==> src/rtl/vram_arbiter.sv <==
// vram_arbiter: single-port arbiter between video fetch and CPU in front of
// one synchronous video RAM. Video has priority, bounded by a grant streak.
//
// Ports:
//   vga_clk, reset_n        clock, synchronous active-low reset
//   vid_page/vid_addr       video page and offset, vid_rd_req level request
//   vid_rd_ack/vid_data     one-cycle ack with registered read data
//   cpu_addr/cpu_wdata      CPU address and write data, cpu_we write flag
//   cpu_req                 CPU level request
//   cpu_ack/cpu_rdata       one-cycle ack with registered read data
//   ram_addr/ram_en/ram_we  RAM command (ram_en one cycle per access)
//   ram_wdata/ram_rdata     RAM write and read data
module vram_arbiter #(
   parameter int RAM_LATENCY    = 1,
   parameter int MAX_VID_STREAK = 4
) (
   input  logic        vga_clk,
   input  logic        reset_n,
   input  logic [12:0] vid_addr,
   input  logic [7:0]  vid_page,
   input  logic        vid_rd_req,
   output logic        vid_rd_ack,
   output logic [7:0]  vid_data,
   input  logic [20:0] cpu_addr,
   input  logic [7:0]  cpu_wdata,
   input  logic        cpu_we,
   input  logic        cpu_req,
   output logic        cpu_ack,
   output logic [7:0]  cpu_rdata,
   output logic [20:0] ram_addr,
   output logic        ram_en,
   output logic        ram_we,
   output logic [7:0]  ram_wdata,
   input  logic [7:0]  ram_rdata
);

   localparam logic [1:0] S_IDLE   = 2'd0;
   localparam logic [1:0] S_ACCESS = 2'd1;
   localparam logic [1:0] S_DONE   = 2'd2;

   localparam logic [2:0] LAT_LAST   = 3'(RAM_LATENCY);
   localparam logic [3:0] STREAK_MAX = 4'(MAX_VID_STREAK);

   logic [1:0] state;
   logic       owner_cpu;
   logic       we_q;
   logic [2:0] lat_cnt;
   logic [3:0] streak;
   logic       grant_vid;
   logic       grant_cpu;
   logic       ack_busy;

   // The IDLE cycle that shows an ack is not a grant cycle: the requester
   // updates its address on the ack, so the next request is taken one
   // cycle later with the new address.
   always_comb begin
      ack_busy  = vid_rd_ack | cpu_ack;
      grant_vid = 1'b0;
      grant_cpu = 1'b0;
      if (state == S_IDLE && !ack_busy) begin
         if (vid_rd_req && cpu_req) begin
            if (streak == STREAK_MAX)
               grant_cpu = 1'b1;
            else
               grant_vid = 1'b1;
         end else if (vid_rd_req) begin
            grant_vid = 1'b1;
         end else if (cpu_req) begin
            grant_cpu = 1'b1;
         end
      end
   end

   always_ff @(posedge vga_clk) begin
      if (!reset_n) begin
         state      <= S_IDLE;
         owner_cpu  <= 1'b0;
         we_q       <= 1'b0;
         lat_cnt    <= 3'd0;
         streak     <= 4'd0;
         vid_rd_ack <= 1'b0;
         vid_data   <= 8'd0;
         cpu_ack    <= 1'b0;
         cpu_rdata  <= 8'd0;
         ram_addr   <= 21'd0;
         ram_en     <= 1'b0;
         ram_we     <= 1'b0;
         ram_wdata  <= 8'd0;
      end else begin
         ram_en     <= 1'b0;
         ram_we     <= 1'b0;
         vid_rd_ack <= 1'b0;
         cpu_ack    <= 1'b0;
         case (state)
            S_IDLE: begin
               if (!cpu_req)
                  streak <= 4'd0;
               if (grant_vid) begin
                  owner_cpu <= 1'b0;
                  we_q      <= 1'b0;
                  ram_addr  <= {vid_page, vid_addr};
                  ram_wdata <= 8'd0;
                  ram_en    <= 1'b1;
                  lat_cnt   <= 3'd0;
                  state     <= S_ACCESS;
                  if (cpu_req && streak != STREAK_MAX)
                     streak <= streak + 4'd1;
               end else if (grant_cpu) begin
                  owner_cpu <= 1'b1;
                  we_q      <= cpu_we;
                  ram_addr  <= cpu_addr;
                  ram_wdata <= cpu_wdata;
                  ram_en    <= 1'b1;
                  ram_we    <= cpu_we;
                  lat_cnt   <= 3'd0;
                  streak    <= 4'd0;
                  state     <= S_ACCESS;
               end
            end
            S_ACCESS: begin
               if (lat_cnt == LAT_LAST) begin
                  if (!owner_cpu)
                     vid_data <= ram_rdata;
                  else if (!we_q)
                     cpu_rdata <= ram_rdata;
                  lat_cnt <= 3'd0;
                  state   <= S_DONE;
               end else begin
                  lat_cnt <= lat_cnt + 3'd1;
               end
            end
            S_DONE: begin
               if (owner_cpu)
                  cpu_ack <= 1'b1;
               else
                  vid_rd_ack <= 1'b1;
               state <= S_IDLE;
            end
            default: state <= S_IDLE;
         endcase
      end
   end

endmodule

==> config.mk <==
export PLATFORM = sky130hd
export DESIGN_NAME = vram_arbiter
export DESIGN_NICKNAME = d
export VERILOG_FILES = /design/src/rtl/vram_arbiter.sv
export SDC_FILE = /design/constraint.sdc
export NUM_CORES = 1
export LEC_CHECK = 0
export ABC_AREA = 1
export CORE_MARGIN = 4
export CORE_UTILIZATION = 40
export DETAILED_ROUTE_END_ITERATION = 7
export DONT_BUFFER_PORTS = 1
export HOLD_SLACK_MARGIN = 0.05
export REMOVE_ABC_BUFFERS = 1
export SYNTH_ARGS = -nofsm -noshare
export SYNTH_HDL_FRONTEND = slang
export SYNTH_SLANG_ARGS = --single-unit
==> constraint.sdc <==
create_clock -name vga_clk -period 1.8 [get_ports vga_clk]
set_input_delay 0.54 -clock vga_clk [delete_from_list [all_inputs] [get_ports vga_clk]]
set_output_delay 0.54 -clock vga_clk [all_outputs]
set_load 0.005 [all_outputs]
After elaboration in Yosys (flattened, before gate mapping)
Index checks and enable logic that the tools add are counted.
Word-level totals
  logic and storage cells: 76
  output and inout port bits: 49
  flip-flop bits (word level): 60
Cells by class
  bitwise operators: 6
  reductions and logical operators: 15
  equal/unequal tests: 7
  $add $sub $neg: 2
  muxes and demuxes: 33
Operators by type and width (number)
  $mux W21: 2
  $mux W1: 17
  $mux W4: 4
  $mux W8: 2
  $reduce_and A2 Y1: 5
  $mux W3: 3
  $mux W2: 3
  $pmux W3 S2: 1
  $not A1 Y1: 5
  $add A4 B1 Y4 const B: 1
  $eq A4 B3 Y1 const B: 1
  $ne A4 B3 Y1 const B: 1
  $pmux W2 S2: 1
  $reduce_and A4 Y1: 1
  $reduce_bool A2 Y1: 2
  $reduce_or A4 Y1: 1
  $add A3 B1 Y3 const B: 1
  $eq A3 B1 Y1 const B: 1
  $logic_and A1 B1 Y1: 3
  $ne A3 B3 Y1 const B: 1
  $reduce_and A3 Y1: 1
  $eq A2 B1 Y1 const B: 1
  $eq A2 B2 Y1 const B: 1
  $logic_not A2 Y1: 1
  3 further kinds: 3

Logic depth before layout (Yosys ltp)
Gate-level depths: netlist of run 1.
  depth in word-level cells: 7
  depth in mapped cells: 8
  mapped depth without buffers: 7

Least setup slack after synthesis of run 1
OpenSTA, ideal clock, no wires.
  path type: register -> register
  from: register streak[0]
  to: register ram_addr[0]
  setup time: 0.113 ns
  stages on the path, launching flop included: 8
  path slack: 0.436 ns
  arrival: 1.251 ns
  required time: 1.687 ns
  path through: dfxtp_1 > inv_1 > ha_1 > nand4_1 > clkbuf_1 > nand3_1 > nand3_1 > nand2_1
Between the ends
  longest elaborated chain between the ends: 6
RTL lines
  from (decl): line 48  | logic [3:0] streak;
  from (signal assigned): line 107  | streak <= streak + 4'd1;
  $eq A4 B3 Y1 *: line 62  | if (streak == STREAK_MAX)
  $mux W1: line 62
  $mux W1: line 61  | if (vid_rd_req && cpu_req) begin
  $mux W1: line 60  | if (state == S_IDLE && !ack_busy) begin
  $reduce_bool A2 Y1 (no source line)
  $reduce_and A2 Y1 (no source line)
  to (signal assigned): line 101  | ram_addr <= {vid_page, vid_addr};
  to (signal assigned): line 111  | ram_addr <= cpu_addr;
  to (decl): line 30  | output logic [20:0] ram_addr,
Every way passes the cells marked *; elsewhere a longest branch is shown, timed or not.
A chain may end at the register's enable or synchronous reset.

Worst setup path in the final report of run 1
  from: register streak[0]
  to: register ram_addr[20]
The elaborated chain is that of the path after synthesis.

==> results of run 1 <==
placed cells by master (no fill, tap or decap):
cell type	count
inv_1	62
or2_2	1
inv_8	1
o211ai_2	1
nand3_1	65
clkinvlp_4	1
inv_2	2
a21oi_1	16
buf_4	6
nand2_4	2
nor2_2	3
o21ai_0	16
a21oi_2	1
nor2_4	3
buf_12	1
nor2_1	24
clkbuf_8	9
o21ai_1	1
nand2_2	1
clkinv_2	2
nand2_1	97
ha_1	2
dfxtp_1	60
bufinv_16	1
nand4_1	2
a21boi_0	1
nor3_1	1
xor2_1	1
clkinv_4	2
final cells by class:
cell class	count	area share, %
sequential	60	41.2
multi-input combinational	238	38.2
inverter	64	8.24
clock buffer	9	4.25
tap	77	3.30
clock inverter	7	2.62
timing repair buffer	7	2.23
registers in the layout, summed over array words and instances (netlist names):
register and cells:
ram_en 1, owner_cpu 1, vid_rd_ack 1, streak 4, ram_we 1, cpu_ack 1
lat_cnt 3, state 2, ram_wdata 8, we_q 1, cpu_rdata 8, ram_addr 21
vid_data 8
path summary, 6_finish.rpt:
| kind | slack [ns] | endpoint | startpoint | cells after the start |
|---|---|---|---|---|
| max | 0.33 | ram_addr[20] | streak[0] | 7 |
| min | 0.33 | vid_data[1] | reset_n | 2 |
| max reg2reg | 0.33 | ram_addr[20] | streak[0] | 7 |
| min reg2reg | 0.47 | vid_rd_ack | owner_cpu | 1 |
through the flow:
stage | instances | util [%]
6_report | 462 | 45.7
5_1_grt | 462 | 45.7
4_1_cts | 462 | 45.7
3_5_place_dp | 446 | 42.5
3_3_place_gp | 446 | 42.5
2_1_floorplan | 362 | -
report_power, final:
group	internal [mW]	switching, mW
clock network	0.648	0.571
logic	0.196	0.360
registers	1.49	0.135
total	2.33	1.07
worst reg2reg max path: stages, from the launching register on:
cell	delay, ns
dfxtp_1	0.34
inv_1	0.08
ha_1	0.17
nand4_1	0.15
nand2_2	0.36
nand2_1	0.13
nand3_1	0.10
nand2_1	0.05
cell families (layout without fill, tap and decap cells):
group                    Yosys count  in the layout
AND/OR/NAND/NOR                  199            199
flip-flops                        60             60
adder cells (fa/ha/maj)            2              2
XOR/XNOR                           1              1
buffers and inverters             78             87
AO/OA/AOI/OAI                     36             36
routing by layer:
layer  global-route usage (%)  wire length (um)  up-vias
li1                         -                 -     1178
met4                     8.12                92        0
met1                     18.7              2560      953
met5                        0                 0        -
met2                     23.0              2710       89
met3                     7.56               640        6
==> results.sh, run 1 <==
export IMPL_drv_cap=0
export IMPL_cp_max_fo=22
export IMPL_grt_overflow_total=0
export IMPL_cpMostUsedCell="nand2_1"
export IMPL_pre_cts_ws_ns=0.261
export IMPL_yosys_cell_count_top_type="nand2_1"
export IMPL_cp_required_ns=2.04
export IMPL_route_final_wire_length_mm=6.00
export IMPL_synth_top_area_share_pct=45.4
export IMPL_path_cells="inv_1 > ha_1 > nand4_1 > nand2_2 > nand2_1 > nand3_1 > nand2_1"
export IMPL_muxShareOfSynthArea_pct=0
export IMPL_worstMarginPinSlew_ns=0.463
export IMPL_design_die_area_um2=7980
export IMPL_design_area_um2=2920
export IMPL_status="complete, no violations"
export IMPL_cts_buffer_depth=2
export IMPL_ys_flop_type="dfxtp_1"
export IMPL_fin_crit_sh_pct=81.8
export IMPL_ys_top_cells_by_area="dfxtp_1 45%, nand2_1 14%, nand3_1 12%, inv_1 8.8%, nor2_1 3.5%"
export IMPL_dp_hpwl_mm=4.49
export IMPL_synth_top_area_cell="dfxtp_1"
export IMPL_slowest_stage="nand2_2"
export IMPL_gp_congestion=0.776
export IMPL_grt_pass1_wl_mm=9.48
export IMPL_synth_warnings=0
export IMPL_final_antenna_net_count=0
export IMPL_dr_pass1_iters=4
export IMPL_grt_antenna_before_repair=0
export IMPL_die_w_um=89.3
export IMPL_synth_compound_area_share_pct=7.33
export IMPL_path_clk_slew_ns=0.08
export IMPL_h_tree_depth=3
export IMPL_rsz0062_at_grt="false"
export IMPL_synth_simple_area_share_pct=33.3
export IMPL_num_vias=2226
export IMPL_core_um2=6390
export IMPL_synth_edf_count=0
export IMPL_route_detailed_drc=0
export IMPL_ys_seq_area_share_pct=45.4
export IMPL_cts_hold_buf=0
export IMPL_power_density_nw_per_um2=1170
export IMPL_clockRootBuffer="clkbuf_8"
export IMPL_antenna_cells=0
export IMPL_final_layout_size_suffix_gt1_share_pct=9.61
export IMPL_post_cts_buffers=0
export IMPL_fin_hold_ws_ns=0.326
export IMPL_critical_path_max_stage_delay_ns=0.36
export IMPL_row_count=29
export IMPL_cts_buffers=9
export IMPL_setup_violations=0
export IMPL_synth_top_family_by_area="simple AND/OR/NAND/NOR gates"
export IMPL_area_growth_pct=10.2
export IMPL_netlist_area_um2=2650
export IMPL_netlist_instances=376
export IMPL_relSlewSlack_pct=69.1
export IMPL_setup_worst_path_end_class="flop"
export IMPL_synthTopCellsByCount="97 x nand2_1, 65 x nand3_1, 62 x inv_1"
export IMPL_fin_ws_ns=0.327
export IMPL_finalPower_mw=3.40
export IMPL_synth_xor_area_share_pct=0.331
export IMPL_grt_max_degree=23
export IMPL_track_usage_pct=15.6
export IMPL_crit_family="simple AND/OR/NAND/NOR gates"
export IMPL_multi_input_area_um2=1110
export IMPL_finClkSkew_ns=0.0111
export IMPL_peakVddDrop_uv=526
export IMPL_synth_distinct_cells=26
export IMPL_finalMaxSlewViolations=0
export IMPL_cts_sinks=60
export IMPL_synthArstFlopShare_pct=0
export IMPL_crit_type="flop to flop"
export IMPL_initial_core_util_pct=41.4
export IMPL_grt_pass1_vias=2078
export IMPL_port_buffers=0
export IMPL_path_buf_inv=1
export IMPL_max_freq_mhz=679
export IMPL_fin_crit_ns=1.47
export IMPL_min_path_type="primary input to flop"
export IMPL_post_synth_cell_area_avg_um2=7.04
export IMPL_cts_resized=0
export IMPL_hold_viol=0
export IMPL_finalNetCount=445
export IMPL_startpoint_type="flop"
export IMPL_die_h_um=89.3
export IMPL_yosys_area_share_adder_pct=0.946
export IMPL_fillers=685
export IMPL_worstPathArrival_ns=1.71
export IMPL_synth_seq_cells=60
export IMPL_clk_latency_ns=0.34
export IMPL_wl_per_cell_um=13.0
export IMPL_setup_tns_ns=0
export IMPL_viasPerCell=4.82
export IMPL_drtIter0Drc=85
export IMPL_cts_tree="yes"
export IMPL_leakagePower_nw=1.40
export IMPL_io_pins=112
export IMPL_placed_cell_area_um2=2720
export IMPL_seqCellArea_um2=1200
No activity file was read; power rests on OpenSTA's default activity.
==> inputs of run 2 (changes only) <==
Clock period 1.8 ns to 1.5 ns, I/O delays scaled along.
==> run 2 against run 1 <==
Effect of this change: maximum frequency up 5.9%; worst hold slack worse by 0.093 ns; cell area up 4.7%; wire length up 9.7%; largest cell class unchanged; highest routed layer unchanged.
==> results.sh, run 2 (synthesis results as in run 1) <==
export IMPL_fin_ws_ns=0.109
export IMPL_final_common_cell="nand2_1"
export IMPL_cts_hold_buf=0
export IMPL_crit_type="flop to flop"
export IMPL_antenna_cells=0
export IMPL_cp_max_fo=14
export IMPL_largest_register_ff_count=21
export IMPL_clk_latency_ns=0.34
export IMPL_finalNetCount=457
export IMPL_final_antenna_net_count=0
export IMPL_finalNonFillerCells=474
export IMPL_cts_buffers=9
export IMPL_path_cells="inv_1 > ha_1 > nand4_1 > nand2_4 > buf_12 > nand2_1 > nand3_1 > nand2_1"
export IMPL_fin_crit_ns=1.39
export IMPL_finClkSkew_ns=0.00500
export IMPL_port_buffers=0
export IMPL_area_growth_pct=15.3
export IMPL_clockRootBuffer="clkbuf_8"
export IMPL_num_vias=2284
export IMPL_leakagePower_nw=1.46
export IMPL_fillers=651
export IMPL_hold_viol=0
export IMPL_row_count=29
export IMPL_initial_core_util_pct=41.4
export IMPL_h_tree_depth=3
export IMPL_drv_cap=0
export IMPL_startpoint_type="flop"
export IMPL_route_final_wire_length_mm=6.58
export IMPL_dr_pass1_iters=5
export IMPL_worstMarginPinSlew_ns=0.405
export IMPL_status="complete, no violations"
export IMPL_pre_cts_ws_ns=-0.294
export IMPL_cpMostUsedCell="nand2_1"
export IMPL_wl_per_cell_um=13.9
export IMPL_relSlewSlack_pct=73.0
export IMPL_setup_worst_path_end_class="flop"
export IMPL_drtIter0Drc=85
export IMPL_cts_tree="yes"
export IMPL_core_um2=6390
export IMPL_setup_violations=0
export IMPL_die_w_um=89.3
export IMPL_final_layout_size_suffix_gt1_share_pct=13.4
export IMPL_path_clk_slew_ns=0.07
export IMPL_cts_buffer_depth=2
export IMPL_finalPower_mw=4.21
export IMPL_grt_antenna_before_repair=0
export IMPL_slowest_stage="dfxtp_1"
export IMPL_dp_cells=457
export IMPL_top_register="ram_addr"
export IMPL_io_pins=112
export IMPL_grt_pass1_vias=2167
export IMPL_critical_path_max_stage_delay_ns=0.33
export IMPL_finalMaxSlewViolations=0
export IMPL_peakVddDrop_uv=685
export IMPL_fin_crit_sh_pct=92.7
export IMPL_grt_pass1_wl_mm=10.1
export IMPL_worstPathArrival_ns=1.63
export IMPL_fin_hold_ws_ns=0.233
export IMPL_grt_max_degree=31
export IMPL_crit_family="simple AND/OR/NAND/NOR gates"
export IMPL_power_density_nw_per_um2=1380
export IMPL_die_h_um=89.3
export IMPL_track_usage_pct=16.6
export IMPL_min_path_type="primary input to flop"
export IMPL_gp_congestion=0.832
export IMPL_design_die_area_um2=7980
export IMPL_route_detailed_drc=0
export IMPL_final_util_pct=47.8
export IMPL_cts_sinks=60
export IMPL_grt_overflow_total=0
export IMPL_max_freq_mhz=719
export IMPL_viasPerCell=4.82
export IMPL_dp_hpwl_mm=4.61
export IMPL_final_cell_mix="96 x nand2_1, 64 x nand3_1, 62 x inv_1, 60 x dfxtp_1, 22 x nor2_1"
export IMPL_cp_required_ns=1.74
export IMPL_path_buf_inv=2
==> run 2: cell count changes in the layout (fill, tap and decap cells not counted), sizes merged <==
| cell | delta |
|---|---|
| buf | +11 |
| clkinv | -2 |
| nor2 | +1 |
| clkinvlp | +2 |
==> run 2: worst paths after layout <==
kind	from	end	slack [ns]	cells after the start
worst min-delay path	reset_n	vid_data[7]	0.23	2
worst max-delay path	streak[0]	ram_addr[19]	0.11	8
worst min register to register	owner_cpu	vid_rd_ack	0.48	1
worst max register to register	streak[0]	ram_addr[19]	0.11	8
==> run 2: routing by layer <==
layer | part of all wire (%) | GRT usage, % | vias up
met2 | 44 | 24.9 | 80
met5 | 0 | 0 | -
met4 | 1.9 | 7.44 | 0
met1 | 45 | 20.7 | 992
li1 | - | - | 1200
met3 | 9.1 | 7.10 | 12
==> run 2: final cells by class <==
class                           count  area [um^2]  area share (%)
Sequential cell                    60         1200            39.4
Clock inverter                      7         75.1            2.46
Tap cell                           77         96.3            3.16
Timing Repair Buffer               18          164            5.37
Multi-Input combinational cell    239         1150            37.7
Clock buffer                        9          124            4.06
Inverter                           64          240            7.87
==> run 2: timing repair <==
item	4_1_cts	5_1_grt
setup endpoints to repair	30	50
buffers inserted	0	0
pin swaps	0	1
gates resized for setup	2	8
gates cloned	0	1
==> run 2: power breakdown <==
group / internal (mW) / switching (mW)
sequential: 1.78 / 0.160
clock: 0.771 / 0.704
combinational: 0.299 / 0.492
==> run 2: per-stage QoR <==
| stage | TNS [ns] | instance area [um^2] |
|---|---|---|
| 2_1_floorplan | -10.06 | 2550 |
| 3_3_place_gp | -6.99 | 2810 |
| 3_5_place_dp | -8.21 | 2810 |
| 4_1_cts | 0 | 3010 |
| 5_1_grt | -0.0115 | 3050 |
| 6_report | 0 | 3050 |
==> run 2: worst reg2reg max path, stage by stage (launching register included) <==
cell     delay (ns)
dfxtp_1        0.33
inv_1          0.08
ha_1           0.16
nand4_1        0.20
nand2_4        0.20
buf_12         0.15
nand2_1        0.06
nand3_1        0.06
nand2_1        0.05
==> inputs of run 3 (changes only) <==
Settings changed: ABC_CLOCK_PERIOD_IN_PS set to 1500.
==> results of run 3 <==
The final DEF is identical to that of run 2; final timing and power are the same.
==> patch: new RTL, config.mk and constraints of run 2 <==
Make the reset (`reset_n`) asynchronous in one clocked block. Comments in the files are not updated.
--- a/src/rtl/vram_arbiter.sv
+++ b/src/rtl/vram_arbiter.sv
@@ -72,5 +72,5 @@
    end
 
-   always_ff @(posedge vga_clk) begin
+   always_ff @(posedge vga_clk or negedge reset_n) begin
       if (!reset_n) begin
          state      <= S_IDLE;
Check against the original RTL: differs if reset_n is asserted again (counterexample within 4 cycles, from zero or initial values and one cycle with reset_n low); with reset_n held inactive, the same outputs for 10 cycles.
==> patch against run 2 <==
- the flow now finishes with violations (hold timing)
- final area grew 3.8%
- core utilization shrank 1.2 points
- synthesized cell count shrank 7.4%
- worst hold slack lost 0.42 ns
- synthesized area grew 6.1%
- routed wire length shrank 5.8%
- sequential cell count is the same
- sequential share of layout area grew 8.0 points
- worst setup slack gained 0.0092 ns
Power is not compared: it rests on default switching activity, and its combinational part moved more than twofold at a synthesized area within 25%.
==> patch: results (changes against run 2) <==
Outcome
  – Status: finished, violations left
  – Failing checks: hold timing

Clock network
  – Max Root-Sink Buffers: 2 (unchanged)
  – Clk root buf: clkbuf_8
  – Worst skew pair latency: 0.32 ns (-0.02 ns)
  – CTS Buf Count: 9 (unchanged)
  – Setup Buffers After CTS: 0 (unchanged)
  – Max H-tree Level: 3 (unchanged)
  – Clk pin slew, worst setup/hold paths: 0.07 ns (about the same)

STA
  – Slew headroom: 75.0% (+2.1 points)
  – Fin Clk Skew: 0.00828 ns (+0.00328 ns)
  – Hold slack: -0.186 ns (-0.419 ns)
  – Final Hold Fails: 60 (+60)

Cells and area
  – Top reg by flops: ram_addr
  – Fillers: 684 (+5.1%)
  – Final layout net count: 419 (-8.3%)
  – Max reg flops: 21 (unchanged)
  – Share of cells above drive strength 1: 10.3% (-3.0 points)
  – Number of diodes: 0 (unchanged)

Logic synthesis
  – Synth Area in Compound Gates: 4.72% (-2.6 points)
  – Mux share of post-synthesis cell area: 0% (unchanged)
  – Synth Area in XOR/XNOR: 1.25% (+0.92 points)
  – Unique cell type count in the Yosys netlist: 25 (-3.8%)
  – Post-synthesis async set-or-reset flop share: 100% (+100 points)
  – Commonest cells in the netlist: nand2_1 (109), inv_1 (61), dfrtp_1 (60)
  – Synth top area cells: dfrtp_1 (53%), nand2_1 (15%), nand3_1 (9.8%)
  – Ys flop type: dfrtp_1
  – Sequential-to-total area share from yosys stat: 53.5% (+8.1 points)
  – Synth warnings: 0 (unchanged)
  – Post-synthesis adder-cell area fraction: 0.891% (-0.055 points)

Global route
  – First-pass GRT wire length: 10200 microns (+1.0%)
  – Antenna violations before repair: 0 (unchanged)
  – Number of global-route vias before repair: 2133 (-1.6%)
  – GR Util met3: 5.74% (-1.4 points)
  – M1 GR Usage: 17.6% (-3.2 points)
  – Largest net degree at the start of global routing: 61 (+97%)
  – GR Util met2: 26.5% (+1.6 points)
  – Total GRT Usage: 15.1% (-1.5 points)

Power and ir drop
  – Leakage dissipation: 1.76 nW
  – Seq power: 2.91 mW
  – Comb power: 2.08 mW
  – P_sw: approximately 2.5 mW
  – Worst vdd ir: approximately 0.80 mV

Routing
  – Length of the first detailed-routing pass in iterations: 4 (-1)
  – Starting DRT DRC Count: 107 (+26%)
  – Vias per Instance: 4.72 (-2.1%)
  – Routed wl met2: 3220 microns (+11%)
  – Final wirelength: 6200 microns (-5.8%)
  – Wire length on met3: 331 microns (-45%)
  – Top sig layer: met4
  – Wl on met1: 2600 microns (-12%)

Worst setup path
  – Worst EP arrival: 1.59 ns (-0.04 ns)
  – Critical Path Fanout Max: 8 (-6)

Min path
  – Hold WC Path Type: input port to asynchronous set/reset pin

Place
  – Buffers on Ports: 0 (unchanged)
  – Dpl hpwl: 4520 microns (-1.9%)
  – Gpl congestion: 0.787 (-5.4%)
==> patch: changes by cell type after synthesis, sizes merged, moves of 4 or more <==
cell / change
dfrtp: +60
o21ai: +4
a21oi: -15
nand3: -10
dfxtp: -60
nand2: +12
nor2: -19
==> patch: critical path: stages, from the launching register on <==
cell	delay (ns)
dfrtp_1	0.38
nor2_1	0.19
nand2_2	0.12
a21oi_4	0.19
buf_4	0.21
nor2_1	0.06
nand2_1	0.06
nand2_1	0.05
==> patch: what timing repair did <==
item | in CTS | in global routing
gates resized for setup | 0 | 8
hold endpoints to repair | 60 | 60
setup endpoints to repair | 0 | 31
==> patch: path summary, 6_finish.rpt <==
kind	start	end	slack (ns)	cells after the start
worst max-delay path	cpu_ack	lat_cnt[0]	0.12	7
worst min-delay path	reset_n	ram_wdata[2]	-0.19	0
worst max register to register	cpu_ack	lat_cnt[0]	0.12	7
worst min register to register	owner_cpu	vid_rd_ack	0.44	1
max in group asynchronous	reset_n	ram_addr[11]	1.59	0
min in group vga_clk	cpu_wdata[7]	ram_wdata[7]	0.26	2
==> patch: final cells by class <==
cell class	count	share of cell area, %
clock inverters	4	2.21
repair buffers	8	2.92
well taps	96	3.79
multi-input cells	212	30.9
flip-flops and latches	60	47.4
inverters	63	7.54
clock buffers	12	5.21
==> patch: through the flow <==
stage	worst slack (ns)	cell area, sq um	hold WS, ns	cells	power (mW)
after global placement	0.123	2920	0.156	439	4.95
after floorplan	-0.520	2710	0.154	335	4.28
after CTS	0.0703	3150	-0.211	455	6.74
final	0.118	3170	-0.186	455	6.65
after global routing	-0.00522	3170	-0.224	455	7.22
after detailed placement	0.0690	2920	0.156	439	5.04
